`src/rtl/muldiv_pkg.sv`:
```
// Shared types and constants for the multiply/divide sequencer.
// Operation encoding: bit 1 selects divide, bit 0 selects unsigned.
package muldiv_pkg;

    typedef enum logic [1:0] {
        OP_MULT  = 2'b00,
        OP_MULTU = 2'b01,
        OP_DIV   = 2'b10,
        OP_DIVU  = 2'b11
    } muldiv_op_t;

    typedef enum logic [1:0] {
        ST_IDLE = 2'b00,
        ST_MUL  = 2'b01,
        ST_DIV  = 2'b10,
        ST_DONE = 2'b11
    } muldiv_state_t;

    localparam int DIV_ITERS = 32;

    function automatic logic is_div(input muldiv_op_t op);
        return (op == OP_DIV) || (op == OP_DIVU);
    endfunction

    function automatic logic is_signed_op(input muldiv_op_t op);
        return (op == OP_MULT) || (op == OP_DIV);
    endfunction

    // Two's-complement magnitude; -2^31 maps to 0x80000000 as an unsigned value.
    function automatic logic [31:0] abs32(input logic [31:0] v, input logic sgn);
        return (sgn && v[31]) ? (32'd0 - v) : v;
    endfunction

endpackage

```
`src/rtl/muldiv_if.sv`:
```
// Request/response bundle between the execute stage and the multiply/divide sequencer.
interface muldiv_if;
    import muldiv_pkg::*;

    logic        start;
    muldiv_op_t  op;
    logic [31:0] a;
    logic [31:0] b;
    logic        flush;
    logic        busy;
    logic        done;
    logic [31:0] hi;
    logic [31:0] lo;

    modport master (
        output start, op, a, b, flush,
        input  busy, done, hi, lo
    );

    modport slave (
        input  start, op, a, b, flush,
        output busy, done, hi, lo
    );

endinterface

```
`src/rtl/muldiv_div_step.sv`:
```
// One combinational restoring-division iteration: shift in the next dividend bit,
// trial-subtract the divisor, keep the difference when it is non-negative.
module div_radix2_step (
    input  logic [32:0] rem,
    input  logic [31:0] shift,
    input  logic [31:0] divisor,
    output logic [32:0] rem_next,
    output logic [31:0] shift_next
);

    logic [33:0] rem_sh;
    logic [33:0] diff;

    assign rem_sh     = {rem, shift[31]};
    assign diff       = rem_sh - {2'b00, divisor};
    assign rem_next   = diff[33] ? rem_sh[32:0] : diff[32:0];
    assign shift_next = {shift[30:0], ~diff[33]};

endmodule

```
`src/rtl/muldiv_ctrl.sv`:
```
// Multi-cycle MULT/MULTU/DIV/DIVU sequencer producing HI/LO with a one-cycle done pulse.
// Optional MULDIV_DIVZERO_FAST_EN: divide by zero completes directly from accept.
module muldiv_ctrl
    import muldiv_pkg::*;
#(
    parameter int MUL_LAT = 3
) (
    input  logic      clk,
    input  logic      reset,
    muldiv_if.slave   bus
);

    localparam int CNT_MAX = (MUL_LAT > DIV_ITERS) ? MUL_LAT : DIV_ITERS;
    localparam int CNT_W   = $clog2(CNT_MAX + 1);
    localparam logic [CNT_W-1:0] MUL_LAST = CNT_W'(MUL_LAT - 1);
    localparam logic [CNT_W-1:0] DIV_LAST = CNT_W'(DIV_ITERS - 1);

    muldiv_state_t    state_reg, state_next;
    logic [CNT_W-1:0] cnt_reg;
    muldiv_op_t       op_reg;
    // For multiply: raw operands. For divide: dividend/quotient shift register and divisor magnitude.
    logic [31:0]      a_reg, b_reg;
    logic [32:0]      rem_reg;
    logic             neg_q_reg, neg_r_reg;
    logic [31:0]      hi_reg, lo_reg;

    logic             accept;
    logic             div_zero_fast;
    logic             mul_last, div_last;
    logic             load_result;
    logic [31:0]      res_hi, res_lo;
    logic             req_signed;

    logic [32:0]      step_rem;
    logic [31:0]      step_quo;
    logic [63:0]      a_ext, b_ext, product;

    assign accept     = bus.start && !bus.flush &&
                        (state_reg == ST_IDLE || state_reg == ST_DONE);
    assign req_signed = is_signed_op(bus.op);
    assign mul_last   = (state_reg == ST_MUL) && (cnt_reg == MUL_LAST);
    assign div_last   = (state_reg == ST_DIV) && (cnt_reg == DIV_LAST);

`ifdef MULDIV_DIVZERO_FAST_EN
    assign div_zero_fast = accept && is_div(bus.op) && (bus.b == 32'd0);
`else
    assign div_zero_fast = 1'b0;
`endif

    div_radix2_step u_step (
        .rem        (rem_reg),
        .shift      (a_reg),
        .divisor    (b_reg),
        .rem_next   (step_rem),
        .shift_next (step_quo)
    );

    // Sign-extending to 64 bits makes one unsigned 64x64 product serve both MULT and MULTU.
    assign a_ext   = {{32{is_signed_op(op_reg) & a_reg[31]}}, a_reg};
    assign b_ext   = {{32{is_signed_op(op_reg) & b_reg[31]}}, b_reg};
    assign product = a_ext * b_ext;

    always_ff @(posedge clk) begin
        if (reset) begin
            state_reg <= ST_IDLE;
        end else begin
            state_reg <= state_next;
        end
    end

    always_comb begin
        state_next = state_reg;
        case (state_reg)
            ST_IDLE, ST_DONE: begin
                if (!accept) begin
                    state_next = ST_IDLE;
                end else if (div_zero_fast) begin
                    state_next = ST_DONE;
                end else if (is_div(bus.op)) begin
                    state_next = ST_DIV;
                end else begin
                    state_next = ST_MUL;
                end
            end
            ST_MUL: begin
                if (bus.flush) begin
                    state_next = ST_IDLE;
                end else if (mul_last) begin
                    state_next = ST_DONE;
                end
            end
            ST_DIV: begin
                if (bus.flush) begin
                    state_next = ST_IDLE;
                end else if (div_last) begin
                    state_next = ST_DONE;
                end
            end
            default: state_next = ST_IDLE;
        endcase
    end

    always_comb begin
        bus.busy = (state_reg == ST_MUL) || (state_reg == ST_DIV);
        bus.done = (state_reg == ST_DONE);
        bus.hi   = hi_reg;
        bus.lo   = lo_reg;
    end

    // The last divide iteration's output feeds the sign fix-up directly, saving a cycle.
    always_comb begin
        load_result = 1'b0;
        res_hi      = hi_reg;
        res_lo      = lo_reg;
        if (!bus.flush && mul_last) begin
            load_result = 1'b1;
            res_hi      = product[63:32];
            res_lo      = product[31:0];
        end else if (!bus.flush && div_last) begin
            load_result = 1'b1;
            res_hi      = neg_r_reg ? (32'd0 - step_rem[31:0]) : step_rem[31:0];
            res_lo      = neg_q_reg ? (32'd0 - step_quo) : step_quo;
        end else if (div_zero_fast) begin
            load_result = 1'b1;
            res_hi      = bus.a;
            res_lo      = (req_signed && bus.a[31]) ? 32'h0000_0001 : 32'hFFFF_FFFF;
        end
    end

    always_ff @(posedge clk) begin
        if (reset) begin
            cnt_reg   <= '0;
            op_reg    <= OP_MULT;
            a_reg     <= '0;
            b_reg     <= '0;
            rem_reg   <= '0;
            neg_q_reg <= 1'b0;
            neg_r_reg <= 1'b0;
            hi_reg    <= '0;
            lo_reg    <= '0;
        end else begin
            if (accept) begin
                cnt_reg   <= '0;
                op_reg    <= bus.op;
                rem_reg   <= '0;
                a_reg     <= is_div(bus.op) ? abs32(bus.a, req_signed) : bus.a;
                b_reg     <= is_div(bus.op) ? abs32(bus.b, req_signed) : bus.b;
                neg_q_reg <= req_signed && (bus.a[31] ^ bus.b[31]);
                neg_r_reg <= req_signed && bus.a[31];
            end else if (state_reg == ST_MUL) begin
                cnt_reg <= cnt_reg + CNT_W'(1);
            end else if (state_reg == ST_DIV) begin
                cnt_reg <= cnt_reg + CNT_W'(1);
                rem_reg <= step_rem;
                a_reg   <= step_quo;
            end
            if (load_result) begin
                hi_reg <= res_hi;
                lo_reg <= res_lo;
            end
        end
    end

endmodule

```
`src/flat_wrapper.sv`:
```
// flat-port wrapper written by rule: the top's interface ports become plain ports
module muldiv_ctrl_flat import muldiv_pkg::*;
#(
    parameter int MUL_LAT = 3
)
  (clk, reset, bus_start, bus_op, bus_a, bus_b, bus_flush, bus_busy, bus_done, bus_hi, bus_lo);
  muldiv_if bus_i ();
  input  logic clk;
  input  logic reset;
  input wire logic [$bits(bus_i.start)-1:0] bus_start;
  input wire logic [$bits(bus_i.op)-1:0] bus_op;
  input wire logic [$bits(bus_i.a)-1:0] bus_a;
  input wire logic [$bits(bus_i.b)-1:0] bus_b;
  input wire logic [$bits(bus_i.flush)-1:0] bus_flush;
  output wire logic [$bits(bus_i.busy)-1:0] bus_busy;
  output wire logic [$bits(bus_i.done)-1:0] bus_done;
  output wire logic [$bits(bus_i.hi)-1:0] bus_hi;
  output wire logic [$bits(bus_i.lo)-1:0] bus_lo;
  assign bus_i.start = bus_start;
  assign bus_i.op = bus_op;
  assign bus_i.a = bus_a;
  assign bus_i.b = bus_b;
  assign bus_i.flush = bus_flush;
  assign bus_busy = bus_i.busy;
  assign bus_done = bus_i.done;
  assign bus_hi = bus_i.hi;
  assign bus_lo = bus_i.lo;
  muldiv_ctrl #(.MUL_LAT(MUL_LAT)) u_core (.clk(clk), .reset(reset), .bus(bus_i));
endmodule
```
`config.mk`:
```
export PLATFORM = sky130hd
export DESIGN_NAME = muldiv_ctrl_flat
export DESIGN_NICKNAME = d
export VERILOG_FILES = /design/src/rtl/muldiv_pkg.sv /design/src/rtl/muldiv_if.sv /design/src/rtl/muldiv_div_step.sv /design/src/rtl/muldiv_ctrl.sv /design/src/flat_wrapper.sv
export SDC_FILE = /design/constraint.sdc
export NUM_CORES = 2
export LEC_CHECK = 0
export CAP_MARGIN = 30
export CORE_ASPECT_RATIO = 1.25
export CORE_MARGIN = 5
export CORE_UTILIZATION = 50
export CTS_CLUSTER_DIAMETER = 100
export DETAILED_ROUTE_END_ITERATION = 8
export GPL_ROUTABILITY_DRIVEN = 0
export PLACE_DENSITY = 0.67
export RECOVER_POWER = 50
export SLEW_MARGIN = 20
export SYNTH_ARGS = -nofsm -noshare
export SYNTH_HDL_FRONTEND = slang
export SYNTH_SLANG_ARGS = --single-unit
```
`constraint.sdc`:
```
create_clock -name clk -period 9.79 [get_ports clk]
set_input_delay 2.937 -clock clk [delete_from_list [all_inputs] [get_ports clk]]
set_output_delay 2.937 -clock clk [all_outputs]
set_load 0.01 [all_outputs]
```
==> reports/results.md <==
| Metric | Reported |
| --- | --- |
| Dpl cell area | 52790 µm² |
| Share of synthesized flip-flops with an asynchronous set or reset | 0 |
| Hold slack | 474.8 ps |
| Synthesized netlist net count | 7245 |
| Largest net degree at the start of global routing | 87 |
| Part of the cycle the worst path needs | 0.9724 |
| Flip-flop count of the largest register after layout | 33 |
| Count of flip-flops with a built-in enable after synthesis | 0 |
| Synth-to-layout area growth | 7.282% |
| Number of I/O pins | 136 |
| Distinct cell type count of the synthesized netlist | 77 |
| Biggest cell delay along the critical path | 770 ps |
| Sum Neg Setup Slack | 0 ps |
| Endpoint arrival time on the critical path | 9860 ps |
| Share of the synthesized area in the top cell type | 0.4518 |
| Critical path start-end classification | flip-flop to flip-flop |
| Total of endpoints with negative setup slack in the final report | 0 |
| Final instance count without filler cells | 7075 |
| Worst path top cell family by delay | adder cells |
| Detailed Route Iter0 Violations | 3818 |
| Cell types with the highest counts after synthesis | sky130_fd_sc_hd__inv_1, sky130_fd_sc_hd__fa_1, sky130_fd_sc_hd__nand2_1 |
| Total area of multi-input combinational cells | 40690 µm² |
| Max Cap Viol | 4 |
| Mean post-synth cell area | 8.610 µm² |
| Count of filler cells inserted in the layout | 9125 |
| Antenna violations before repair | 7 |
| Peak fanout along the critical path | 10 |
| Hold-fix buffers at CTS | 0 |
| Violations in the final reports | capacitance limit, slew limit |
| Row Count | 129 |
| Worst vdd ir | 367.2 µV |
| Number of buffers added on ports | 135 |
| Total overflow reported by the global router | 0 |
| Combined area of all synthesized cells | 49890 µm² |
| Post-CTS setup buffer count | 0 |
| Floorplan die height | 363.2 µm |
| Sequential cell area in the final layout | 3447 µm² |
| Post-route design area | 53530 µm² |
| Drt wl/cell | 22.65 µm |
| Buffers from clock root to sink, at most | 2 |
| Number of buffers created by CTS | 17 |
| Library cell with the highest instance count after synthesis | sky130_fd_sc_hd__inv_1 |
| Full die area | 106200 µm² |
| Synth area leaders | sky130_fd_sc_hd__fa_1, sky130_fd_sc_hd__inv_1, sky130_fd_sc_hd__dfxtp_1 |
| Required time of the critical path | 10130 ps |
| Relative slew slack | -0.8391 |
| Power density over the cells | 174.6 nW/µm² |
| Element type at the critical path end | flip-flop |
| DR DRC count | 0 |
| Share of final-layout standard cells stronger than drive strength 1 | 0.04042 |
| Nature of the critical path startpoint | flip-flop |
| Slew Limit Fails | 176 |
| Via density per instance | 5.753 |
| # resized after CTS | 0 |
| Most used DFF post-synth | sky130_fd_sc_hd__dfxtp_1 |
| Residual antenna-violating net count after detailed routing | 0 |
| Worst Skew | 16.04 ps |
| Crit-path most repeated cell | sky130_fd_sc_hd__fa_1 |
| Cell at the root of the clock tree | sky130_fd_sc_hd__clkbuf_16 |
| Status | finished with violations |
| Synth Instances | 5795 |
| YS warnings | 0 |
| Transition time at the pin with the least slew margin | 2759 ps |
| Post-layout net count | 7201 |
| CTS tree | done |
| Clock edge transition at the registers on the reported setup and hold paths | 80 ps |
| Total Wirelength | 160200 µm |
| Core area | 99100 µm² |
| Highest clock frequency the design can meet | 105.0 MHz |
| Via count of the first global-routing pass | 42.52k |
| Sum of net half-perimeters after detailed placement | 131400 µm |
| Count of vias placed by the detailed router | 40.70k |
| Cell type contributing the most total cell area after synthesis | sky130_fd_sc_hd__fa_1 |
| Count of TritonRoute iterations in the first routing pass | 8 |
| CTS sink cnt | 172 |
| Total global routing track utilization | 0.3062 |
| Number of placed instances, taps included | 7032 |
| Path type of the worst min-delay path | flip-flop to flip-flop |
| Fraction of the yosys area taken by sequential cells | 0.06901 |
| Buf+Inv Stages, Crit Path | 8 |
| Total chip power | 9344 µW |
| H-tree level count | 4 |
| Tmin final | 9520 ps |
| First-pass GRT wire length | 252300 µm |
| Clock latency of the later-clocked register in the worst-skew pair | 480 ps |
| Synthesis-stage register bit count | 172 |
| Static leakage | 0.02528 µW |
| CP max stage cell | sky130_fd_sc_hd__dfxtp_1 |
| Setup repair after global routing missed its margin | false |
| Width of the die | 292.5 µm |
| Number of hold-slack violations in the final timing report | 0 |
| Initial standard-cell utilization of the core | 0.5035 |
-- power breakdown --
part	internal [µW]	switching, µW
logic	2740	4820
clock network	417	369
registers	770	226
total	3930	5410
-- through the flow --
stage,utilization,setup slack [ps]
2_1_floorplan,-,1388
3_3_place_gp,0.5319,382.7
3_5_place_dp,0.5326,517.3
4_1_cts,0.5389,439.4
5_1_grt,0.5401,5.097
6_report,0.5401,270.3
-- tightest hold or removal path, cell delays in order (launching register included) --
cell	delay, ps
sky130_fd_sc_hd__dfxtp_1	330
sky130_fd_sc_hd__nand2_1	60
sky130_fd_sc_hd__a21oi_1	50
-- final cells by class --
class                   count  share of cell area
multi-input cells        4087              0.7602
inverters                1177             0.08254
clock inverters            13            0.003272
diodes                      1          0.00004675
repair buffers            296             0.05065
flip-flops and latches    172             0.06440
clock buffers              19            0.008275
well taps                1310             0.03062
-- per-layer routing --
layer | GRT usage | up-vias | part of all wire
met2 | 0.4890 | 1979 | 0.46
met5 | 0 | - | 0.000081
met1 | 0.4110 | 20740 | 0.39
met4 | 0.1302 | 2 | 0.054
li1 | - | 17570 | -
met3 | 0.06096 | 409 | 0.096
-- final timing paths --
kind	end	depth (start not counted)	startpoint	slack, ps
setup / recovery	u_core.bus.hi[29]$_SDFFE_PP0P_	28	u_core.b_reg[2]$_SDFFE_PP0P_	270
hold / removal	u_core.b_reg[22]$_SDFFE_PP0P_	2	u_core.b_reg[22]$_SDFFE_PP0P_	470
setup reg to reg	u_core.bus.hi[29]$_SDFFE_PP0P_	28	u_core.b_reg[2]$_SDFFE_PP0P_	270
hold reg to reg	u_core.b_reg[22]$_SDFFE_PP0P_	2	u_core.b_reg[22]$_SDFFE_PP0P_	470
-- layout by cell type (no fill, tap or decap), types with 21 or more instances in the layout --
cell type                         netlist  routed
sky130_fd_sc_hd__a31oi_1               21      21
sky130_fd_sc_hd__nor2_1               334     332
sky130_fd_sc_hd__nor3_1                71      71
sky130_fd_sc_hd__and2_1               337     336
sky130_fd_sc_hd__a311oi_1              22      22
sky130_fd_sc_hd__nand2b_1              24      24
sky130_fd_sc_hd__clkdlybuf4s50_1        0      66
sky130_fd_sc_hd__nand3_1               44      44
sky130_fd_sc_hd__o21ai_0               99      99
sky130_fd_sc_hd__ha_1                 254     253
sky130_fd_sc_hd__fa_1                1126    1126
sky130_fd_sc_hd__nand2_1              829     829
sky130_fd_sc_hd__dlygate4sd3_1          0      68
sky130_fd_sc_hd__a21oi_1              175     175
sky130_fd_sc_hd__xor2_1                72      72
sky130_fd_sc_hd__buf_4                  0     137
sky130_fd_sc_hd__mux2i_1               32      32
sky130_fd_sc_hd__dfxtp_1              172     169
sky130_fd_sc_hd__o31ai_1               26      26
sky130_fd_sc_hd__a211oi_1              98      98
sky130_fd_sc_hd__nor4_1                26      26
sky130_fd_sc_hd__inv_1               1176    1176
sky130_fd_sc_hd__xnor2_1              120     120
sky130_fd_sc_hd__a21o_1                56      56
-- kinds of logic after synthesis --
group                      after synthesis  synth area share
muxes                                   37          0.007699
buffers and inverters                 1536            0.1157
and+or+nand+nor                       1788            0.1644
DFF                                    172           0.06901
xor gates and xnor gates               192           0.03370
AOI/OAI and AO/OA                      690           0.09394
adders and majority gates             1380            0.5155
No activity file was read; power rests on OpenSTA's default activity.
